### config.mk
export PLATFORM = sky130hd
export DESIGN_NAME = fp_addsub_pipe
export DESIGN_NICKNAME = d
export VERILOG_FILES = /design/src/rtl/fp_addsub_pipe.sv
export SDC_FILE = /design/constraint.sdc
export NUM_CORES = 1
export LEC_CHECK = 0
export ABC_AREA = 1
export CORE_ASPECT_RATIO = 1.2
export CORE_MARGIN = 5
export CORE_UTILIZATION = 45
export CTS_CLUSTER_DIAMETER = 200
export CTS_CLUSTER_SIZE = 8
export DETAILED_ROUTE_END_ITERATION = 8
export SETUP_SLACK_MARGIN = 0.2
export SYNTH_ARGS = -nofsm -noshare
export SYNTH_HDL_FRONTEND = slang
export SYNTH_SLANG_ARGS = --single-unit
### constraint.sdc
create_clock -name clk -period 5.7 [get_ports clk]
set_input_delay 0.855 -clock clk [delete_from_list [all_inputs] [get_ports clk]]
set_output_delay 0.855 -clock clk [all_outputs]
set_load 0.01 [all_outputs]
### src/rtl/fp_addsub_pipe.sv
// Fully pipelined floating-point adder/subtractor (default binary16), round to nearest even.
// Input register, then align / add+LZC / normalise+round stages; result registered 3 clocks after in_En.
module fp_addsub_pipe #(
  parameter int unsigned EXP_W = 5,
  parameter int unsigned MAN_W = 10
) (
  input  logic                     clk,
  input  logic                     rst,
  input  logic [1+EXP_W+MAN_W-1:0] in_A,
  input  logic [1+EXP_W+MAN_W-1:0] in_B,
  input  logic                     in_Sub,
  input  logic                     in_En,
  output logic [1+EXP_W+MAN_W-1:0] out_Out,
  output logic                     out_Ready,
  output logic                     out_Overflow,
  output logic                     out_Underflow
);

  localparam int unsigned W      = 1 + EXP_W + MAN_W;
  localparam int unsigned SIG_W  = MAN_W + 4;          // {hidden, man, guard, round, sticky}
  localparam int unsigned WIDE_W = 2 * MAN_W + 4;
  localparam int unsigned LZ_W   = $clog2(SIG_W + 1);
  localparam int unsigned XE_W   = EXP_W + 2;
  localparam logic [EXP_W-1:0]      EXP_MAX = '1;
  localparam logic [W-1:0]          QNAN    = {1'b0, {EXP_W{1'b1}}, 1'b1, (MAN_W-1)'(0)};
  localparam logic signed [XE_W-1:0] E_TOP  = XE_W'(2**EXP_W - 1);
  localparam logic signed [XE_W-1:0] E_ONE  = XE_W'(1);

  // ---------------- input register ----------------
  logic         s0_v, s0_sub;
  logic [W-1:0] s0_a, s0_b;

  always_ff @(posedge clk or posedge rst) begin
    if (rst) begin
      s0_v <= 1'b0; s0_sub <= 1'b0; s0_a <= '0; s0_b <= '0;
    end else begin
      s0_v <= in_En; s0_sub <= in_Sub; s0_a <= in_A; s0_b <= in_B;
    end
  end

  // ---------------- stage 1: classify, swap, align ----------------
  logic               sign_a, sign_b, zero_a, zero_b, inf_a, inf_b, nan_a, nan_b, a_ge;
  logic [EXP_W-1:0]   exp_a, exp_b, exp_x, exp_y, exp_d;
  logic [MAN_W-1:0]   man_a, man_b, man_x, man_y;
  logic               sign_x, sign_y, spec1;
  logic [W-1:0]       spec_val1;
  logic [WIDE_W-1:0]  y_wide;
  logic [SIG_W-1:0]   x_sig, y_al;

  always_comb begin
    sign_a = s0_a[W-1];
    exp_a  = s0_a[W-2:MAN_W];
    man_a  = s0_a[MAN_W-1:0];
    sign_b = s0_b[W-1] ^ s0_sub;
    exp_b  = s0_b[W-2:MAN_W];
    man_b  = s0_b[MAN_W-1:0];
    zero_a = (exp_a == '0);
    zero_b = (exp_b == '0);
    inf_a  = (exp_a == EXP_MAX) && (man_a == '0);
    inf_b  = (exp_b == EXP_MAX) && (man_b == '0);
    nan_a  = (exp_a == EXP_MAX) && (man_a != '0);
    nan_b  = (exp_b == EXP_MAX) && (man_b != '0);

    spec1     = 1'b1;
    spec_val1 = '0;
    if (nan_a || nan_b || (inf_a && inf_b && (sign_a != sign_b))) spec_val1 = QNAN;
    else if (inf_a)             spec_val1 = s0_a;
    else if (inf_b)             spec_val1 = {sign_b, s0_b[W-2:0]};
    else if (zero_a && zero_b)  spec_val1 = {sign_a & sign_b, (W-1)'(0)};
    else if (zero_a)            spec_val1 = {sign_b, s0_b[W-2:0]};
    else if (zero_b)            spec_val1 = s0_a;
    else                        spec1     = 1'b0;

    a_ge   = (s0_a[W-2:0] >= s0_b[W-2:0]);
    sign_x = a_ge ? sign_a : sign_b;
    sign_y = a_ge ? sign_b : sign_a;
    exp_x  = a_ge ? exp_a  : exp_b;
    exp_y  = a_ge ? exp_b  : exp_a;
    man_x  = a_ge ? man_a  : man_b;
    man_y  = a_ge ? man_b  : man_a;
    exp_d  = exp_x - exp_y;

    x_sig  = {1'b1, man_x, 3'b000};
    y_wide = {1'b1, man_y, (MAN_W+3)'(0)} >> exp_d;
    // Far-out shifts collapse to a lone sticky bit.
    if (32'(exp_d) >= MAN_W + 3) y_al = SIG_W'(1);
    else                         y_al = {y_wide[WIDE_W-1 -: SIG_W-1], |y_wide[MAN_W:0]};
  end

  logic               s1_v, s1_spec, s1_sign, s1_sub;
  logic [W-1:0]       s1_spec_val;
  logic [EXP_W-1:0]   s1_exp;
  logic [SIG_W-1:0]   s1_x, s1_y;

  always_ff @(posedge clk or posedge rst) begin
    if (rst) begin
      s1_v <= 1'b0; s1_spec <= 1'b0; s1_sign <= 1'b0; s1_sub <= 1'b0;
      s1_spec_val <= '0; s1_exp <= '0; s1_x <= '0; s1_y <= '0;
    end else begin
      s1_v        <= s0_v;
      s1_spec     <= spec1;
      s1_spec_val <= spec_val1;
      s1_sign     <= sign_x;
      s1_sub      <= sign_x ^ sign_y;
      s1_exp      <= exp_x;
      s1_x        <= x_sig;
      s1_y        <= y_al;
    end
  end

  // ---------------- stage 2: significand add/sub and leading-zero count ----------------
  logic [SIG_W:0]  sum;
  logic [LZ_W-1:0] lz;

  always_comb begin
    sum = s1_sub ? ({1'b0, s1_x} - {1'b0, s1_y}) : ({1'b0, s1_x} + {1'b0, s1_y});
    lz  = LZ_W'(SIG_W);
    for (int i = 0; i < int'(SIG_W); i++) begin
      if (sum[i]) lz = LZ_W'(int'(SIG_W) - 1 - i);
    end
  end

  logic               s2_v, s2_spec, s2_sign;
  logic [W-1:0]       s2_spec_val;
  logic [EXP_W-1:0]   s2_exp;
  logic [SIG_W:0]     s2_sum;
  logic [LZ_W-1:0]    s2_lz;

  always_ff @(posedge clk or posedge rst) begin
    if (rst) begin
      s2_v <= 1'b0; s2_spec <= 1'b0; s2_sign <= 1'b0; s2_spec_val <= '0;
      s2_exp <= '0; s2_sum <= '0; s2_lz <= '0;
    end else begin
      s2_v        <= s1_v;
      s2_spec     <= s1_spec;
      s2_spec_val <= s1_spec_val;
      s2_sign     <= s1_sign;
      s2_exp      <= s1_exp;
      s2_sum      <= sum;
      s2_lz       <= lz;
    end
  end

  // ---------------- stage 3: normalise, round, pack ----------------
  logic [SIG_W-1:0]         norm;
  logic signed [XE_W-1:0]   e_n, e_r;
  logic                     rnd_up;
  logic [MAN_W+1:0]         mant;
  logic [MAN_W-1:0]         man_r;
  logic [W-1:0]             res;
  logic                     ovf, unf;
  logic                     unused_hidden;

  always_comb begin
    if (s2_sum[SIG_W]) begin
      norm = {s2_sum[SIG_W:2], s2_sum[1] | s2_sum[0]};
      e_n  = $signed({2'b00, s2_exp}) + E_ONE;
    end else begin
      norm = s2_sum[SIG_W-1:0] << s2_lz;
      e_n  = $signed({2'b00, s2_exp}) - $signed(XE_W'(s2_lz));
    end
    rnd_up = norm[2] & (norm[1] | norm[0] | norm[3]);
    mant   = {1'b0, norm[SIG_W-1:3]} + (MAN_W+2)'(rnd_up);
    // Rounding carry: significand becomes 1.000..., bump the exponent.
    e_r    = e_n + $signed(XE_W'(mant[MAN_W+1]));
    man_r  = mant[MAN_W+1] ? '0 : mant[MAN_W-1:0];
    unused_hidden = mant[MAN_W];

    ovf = 1'b0;
    unf = 1'b0;
    if (s2_spec) begin
      res = s2_spec_val;
    end else if (s2_sum == '0) begin
      res = '0;
    end else if (e_r >= E_TOP) begin
      res = {s2_sign, EXP_MAX, MAN_W'(0)};
      ovf = 1'b1;
    end else if (e_r < E_ONE) begin
      res = {s2_sign, (W-1)'(0)};
      unf = 1'b1;
    end else begin
      res = {s2_sign, e_r[EXP_W-1:0], man_r};
    end
  end

  always_ff @(posedge clk or posedge rst) begin
    if (rst) begin
      out_Out <= '0; out_Ready <= 1'b0; out_Overflow <= 1'b0; out_Underflow <= 1'b0;
    end else begin
      out_Ready     <= s2_v;
      out_Overflow  <= s2_v & ovf;
      out_Underflow <= s2_v & unf;
      if (s2_v) out_Out <= res;
    end
  end

endmodule

==> impl_metrics.toml, run 1 <==
[run_status]
status = "completed"

[grt]
grt_pass1_vias = 7147
grt_pass1_wl_um = 35100
grt_usage_pct = 20.0
grt_overflow_total = 0
antenna_found_initial = 0
grt_max_degree = 110

[place]
io_buffer_count = 54
gp_congestion = 0.914
postPlaceCellArea_mm2 = 0.00938
dp_hpwl_um = 16500

[timing]
rsz0062_at_grt = "no"
fin_crit_sh_pct = 75.2
timing_worst_slew_pin_value_ns = 0.949
period_minus_slack_ns = 4.29
fin_hold_ws_ns = 0.345
timing.slew.headroom_pct = 35.9
hold_violations = 0
timing.fmax_ghz = 0.233
setup_tns_ns = 0
setup_violations = 0
clock_skew_ns = 0.0153
slew_violations = 0

[yosys]
async_flop_share_pct = 100
synth_top_area_share_pct = 42.0
syn_nets = 1199
synth_area_mm2 = 0.00870
syn_inst = 1112
synth.most_common_cell = "nand2_1"
avgSynthCellArea_um2 = 7.82
synth_area_leader_cell = "dfrtp_1"
yosys.cell_types.count = 53
yosys_warnings = 0
synth-main-ff-cell = "dfrtp_1"
ys_seq_area_share_pct = 42.0
ys_top_cells_by_area = "dfrtp_1 42%, nand2_1 11%, ha_1 7.0%"
ys_ff_latch = 146
synthTopCellsByCount = "257 x nand2_1, 146 x dfrtp_1, 137 x inv_1"
synth_edf_count = 0

[cts]
ctsHoldBuffers = 0
cts_setup_buffers = 0
root_buffer = "clkbuf_16"
tritoncts = "yes"
ctsResizeCount = 0
clk_latency_ns = 0.44
cts_sinks = 146
cts_made_buffers = 17
clk_pin_slew_ns = 0.07
htreeDepth = 4
cts_buffer_depth = 2

[floorplanning]
die_area_mm2 = 0.0222
ios = 55
start_util_pct = 46.0
rows = 55
die_w_um = 137
core_mm2 = 0.0189
die_h_um = 162

[finish]
design_area_mm2 = 0.00999
nets = 1241
n_antenna_cell = 0
syn2layout_area_growth_pct = 14.8
layout-drive-gt1-share_pct = 7.20

[detailed_routing]
drc = 0
wl_um = 21100
avgViaCountPerCell = 5.09
dr.pass1.iters = 5
vias = 7239
ant_nets = 0
drt_iter0_drc = 369
wl_per_cell_um = 14.8

[critical_path]
reg2regPathDepth = 18
cp-start-kind = "register"
cp-end-kind = "register"
required_ns = 6.05
critical_path_class = "register to register"
critPathArrivalTime_ns = 4.64
crit_fanout = 42

[pwr]
p_leak_nw = 5.00
power_density_mw_per_mm2 = 436
vdd.ir_drop.worst_uv = 215
power_mw = 4.35

[min_path]
holdPathStages = 0
min-delay-path-class = "register to register"

[flow_run]
cap_violations = 0
## worst paths after layout
check | startpoint | endpoint | slack (ns)
setup / recovery | s0_a[10]$_DFF_PP0_ | s1_y[1]$_DFF_PP0_ | 1.41
hold / removal | s1_spec_val[1]$_DFF_PP0_ | s2_spec_val[1]$_DFF_PP0_ | 0.35
setup reg to reg | s0_a[10]$_DFF_PP0_ | s1_y[1]$_DFF_PP0_ | 1.41
hold reg to reg | s1_spec_val[1]$_DFF_PP0_ | s2_spec_val[1]$_DFF_PP0_ | 0.35
max in group asynchronous | rst | s1_x[10]$_DFF_PP0_ | 3.70
min in group asynchronous | rst | s0_b[8]$_DFF_PP0_ | 0.98
## metal layers
layer / GRT usage [%] / part of all wire [%]
met1: 24.0 / 42
met2: 34.5 / 51
met3: 3.47 / 3.7
met4: 9.57 / 3.8
met5: 0 / 0
## through the flow
stage	cells	utilization (%)	worst slack, ns
2_1_floorplan	1112	-	0.922
3_3_place_gp	1391	49.6	1.47
3_5_place_dp	1391	49.6	1.43
4_1_cts	1423	52.8	1.40
5_1_grt	1423	52.8	0.956
6_report	1423	52.8	1.41
## worst max-delay path, cell delays in order, from the launching register on
cell and delay (ns):
dfrtp_1 0.44, ha_1 0.67, nand2_2 0.11, nor2_2 0.13, nand2_2 0.07, inv_1 0.06
nand2_1 0.24, nand3_4 0.40, inv_2 0.09, nand2_1 0.09, o211ai_1 0.12, ha_1 0.50
clkinv_1 0.44, nand3_1 0.21, nand2_1 0.11, o21ai_0 0.24, or2_1 0.14, nand2_1 0.05
nor2_1 0.10
## cell families after synthesis
kind of cell    count (synthesis)  share of synthesized area [%]
compound gates                187                           12.7
xor+xnor                       23                           2.40
fa+ha+maj                      51                           7.51
buf+inv                       182                           8.74
flops                         146                           42.0
other cells                     1                         0.0431
simple gates                  522                           26.6
## report_power, final
| group | switching (mW) | leakage, nW | internal [mW] |
|---|---|---|---|
| clock | 0.519 | 0.292 | 0.595 |
| combinational | 1.15 | 2.89 | 0.685 |
| sequential | 0.188 | 1.81 | 1.21 |
| total | 1.86 | 5.00 | 2.49 |
## registers in the layout (all words and copies together) (netlist names), 4 cells and up
register,cells
s0_a,16
s1_y,14
s2_lz,4
s2_exp,5
s1_x,11
s1_spec_val,16
s2_sum,15
s1_exp,5
s0_b,16
s2_spec_val,16
out_Out,16
## layout make-up
| type | instances | area [um^2] |
|---|---|---|
| clock buffer | 17 | 425 |
| clock inverter | 15 | 180 |
| fill | 1845 | 8930 |
| inverter | 149 | 569 |
| multi-input combinational | 784 | 4290 |
| sequential | 146 | 3650 |
| tap | 256 | 320 |
| timing repair buffer | 56 | 556 |
## cell usage in the layout, fill, tap and decap left out, types with 17 or more instances in the layout
master,synthesis,final
nand3_1,100,100
nand2_1,257,257
nor2_1,94,94
ha_1,49,49
clkdlybuf4s50_1,0,54
a21oi_1,62,62
o21ai_0,51,51
xor2_1,18,18
dfrtp_1,146,146
clkbuf_16,0,17
inv_1,137,136
Note: power is estimated with default switching activity, not from simulation.
==> run 2, diff against run 1 <==
PLACE_DENSITY = 0.66   (was not set)
clock period = 3.45 ns   (was 5.7 ns; I/O delays follow)
==> impl_metrics.toml, run 2 (synthesized netlist as in run 1, its figures left out) <==
[place]
dp_slack_ns = -0.0386
gp_congestion = 0.946
io_buffer_count = 54
dp_hpwl_um = 16800
dp.cells = 1440

[timing]
clock_skew_ns = 0.0188
fin_ws_ns = -0.00159
setup_violations = 1
setup_tns_ns = -0.00159
fin_crit_sh_pct = 100
rsz0062_at_grt = "yes"
hold_violations = 0
period_minus_slack_ns = 3.45
timing_worst_slew_pin_value_ns = 1.13
timing.fmax_ghz = 0.290
slew_violations = 0
timing.slew.headroom_pct = 23.9

[detailed_routing]
wl_per_cell_um = 14.7
drc = 0
vias = 7737
ant_nets = 0
dr.pass1.iters = 5
avgViaCountPerCell = 5.15
drt_iter0_drc = 441
wl_um = 22100

[cts]
clk_latency_ns = 0.43
htreeDepth = 4
cts_sinks = 146
clk_pin_slew_ns = 0.07
ctsHoldBuffers = 0
tritoncts = "yes"
root_buffer = "clkbuf_16"
cts_made_buffers = 17
cts_buffer_depth = 2

[critical_path]
critPathArrivalTime_ns = 3.81
critical_path_class = "register to register"
critPathLaunch = "s2_lz[0]$_DFF_PP0_"
cp_num_cells = 21
critPathMaxStageDelay_ns = 0.43
r2r_slack_ns = -0.002
cp-start-kind = "register"
slowest_stage = "dfrtp_2"
cp_top_family = "simple AND/OR/NAND/NOR gates"
r2r_start = "s2_lz[0]$_DFF_PP0_"
worstPathCellList = "buf_6 -> buf_8 -> nor3_4 -> nand2_1 -> nor2_1 -> a21oi_1 -> nand2_1 -> nand3_2 -> nor2_4 -> nand3_2 -> nor4_2 -> ha_2 -> ha_4 -> a21boi_4 -> nand2_2 -> xor2_4 -> nor2_4 -> a21oi_4 -> nand2_1 -> o21a_1 -> nor2_1"
crit_fanout = 8
cp_num_buf_inv = 2
crit_end = "out_Out[7]$_DFFE_PP0P_"
cp-end-kind = "register"
reg2regPathDepth = 21
crit_path_frequent_cell = "nand2_1"
reg2reg_to = "out_Out[7]$_DFFE_PP0P_"
required_ns = 3.81

[finish]
syn2layout_area_growth_pct = 27.4
final_common_cell = "nand2_1"
n_antenna_cell = 0
fillCellCount = 1684
nets = 1320
final_cell_mix = "241 x nand2_1, 142 x dfrtp_1, 131 x inv_1"
layout-drive-gt1-share_pct = 19.4
final_cell_count_no_fill = 1502

[pwr]
vdd.ir_drop.worst_uv = 427
power_density_mw_per_mm2 = 749
internal-power_mw = 4.82
clkPwrFrac_pct = 21.9
power.switching_mw = 3.48
p_leak_nw = 5.46
switching_share_pct = 41.9
seq_power_share_pct = 27.3
power_frac_comb_pct = 50.7

[floorplanning]
core_mm2 = 0.0189
die_area_mm2 = 0.0222
die_w_um = 137
die_h_um = 162
ios = 55
start_util_pct = 46.0
rows = 55

[grt]
antenna_found_initial = 0
grt_pass1_vias = 7437
grt_usage_pct = 19.8
grt_pass1_wl_um = 35100
grt_max_degree = 42
grt_overflow_total = 0

[run_status]
violations = "setup timing"
status = "finished, violations left"

[flow_run]
cap_violations = 0

[min_path]
min-delay-path-class = "register to register"
==> run 2: layout make-up <==
type / count / area [um^2] / area share (%)
Timing Repair Buffer: 133 / 1260 / 11.4
Sequential cell: 146 / 3660 / 33.0
Clock buffer: 17 / 425 / 3.84
Timing Repair inverter: 2 / 12.5 / 0.113
Multi-Input combinational cell: 784 / 4640 / 41.9
Inverter: 149 / 578 / 5.22
Tap cell: 256 / 320 / 2.89
Clock inverter: 15 / 185 / 1.67
==> run 2: how the worst min path moves through the flow <==
stage	to	slack (ns)	startpoint	depth (start not counted)
3_5_place_dp	s2_exp[1]$_DFF_PP0_	0.33	s1_exp[1]$_DFF_PP0_	0
6_report	s2_spec_val[6]$_DFF_PP0_	0.35	s1_spec_val[6]$_DFF_PP0_	0
3_3_place_gp	s2_v$_DFF_PP0_	0.33	s1_v$_DFF_PP0_	0
4_1_cts	s2_spec_val[6]$_DFF_PP0_	0.35	s1_spec_val[6]$_DFF_PP0_	0
2_1_floorplan	s1_v$_DFF_PP0_	0.33	s0_v$_DFF_PP0_	0
5_1_grt	s2_spec_val[6]$_DFF_PP0_	0.35	s1_spec_val[6]$_DFF_PP0_	0
==> run 2: what timing repair did <==
item | 4_1_cts | 5_1_grt
resized for setup | 23 | 91
cloned | 0 | 6
setup endpoints to repair | 21 | 24
pin swaps | 6 | 21
buffers inserted | 4 | 19
==> run 2: metrics by stage <==
| step | area (um^2) | total power, mW | hold slack (ns) | util (%) |
|---|---|---|---|---|
| finish | 11100 | 8.30 | 0.345 | 58.6 |
| global route | 11100 | 8.88 | 0.345 | 58.6 |
| CTS | 10500 | 7.73 | 0.346 | 55.6 |
| detailed placement | 9810 | 5.75 | 0.335 | 51.8 |
| global placement | 9810 | 5.75 | 0.334 | 51.8 |
| floorplan | 8710 | 4.53 | 0.331 | - |
==> run 2: worst register-to-register path: cells and delay by family, from the launching register on <==
family / cells / cell delay (ns)
compound gates: 4 / 0.73
xor+xnor: 1 / 0.20
simple gates: 12 / 1.39
flops: 1 / 0.43
buf+inv: 2 / 0.26
fa+ha+maj: 2 / 0.40
==> run 2: power by group through the flow <==
stage | registers (mW) | logic [mW] | clock network [mW]
after floorplan | 2.24 | 2.29 | 0
after global placement | 2.28 | 3.48 | 0
after detailed placement | 2.28 | 3.47 | 0
after CTS | 2.26 | 3.61 | 1.86
after global routing | 2.31 | 4.64 | 1.94
final | 2.27 | 4.21 | 1.82
==> run 2: layer usage <==
layer  vias up  track usage, %  share of wire (%)  wire [um]
li1       3884               -                  -          -
met3        49            3.22                3.9        853
met4         0            7.80                3.2        716
met2       203            35.8                 53      11700
met1      3601            23.0                 40       8810
met5         -               0                  0          0
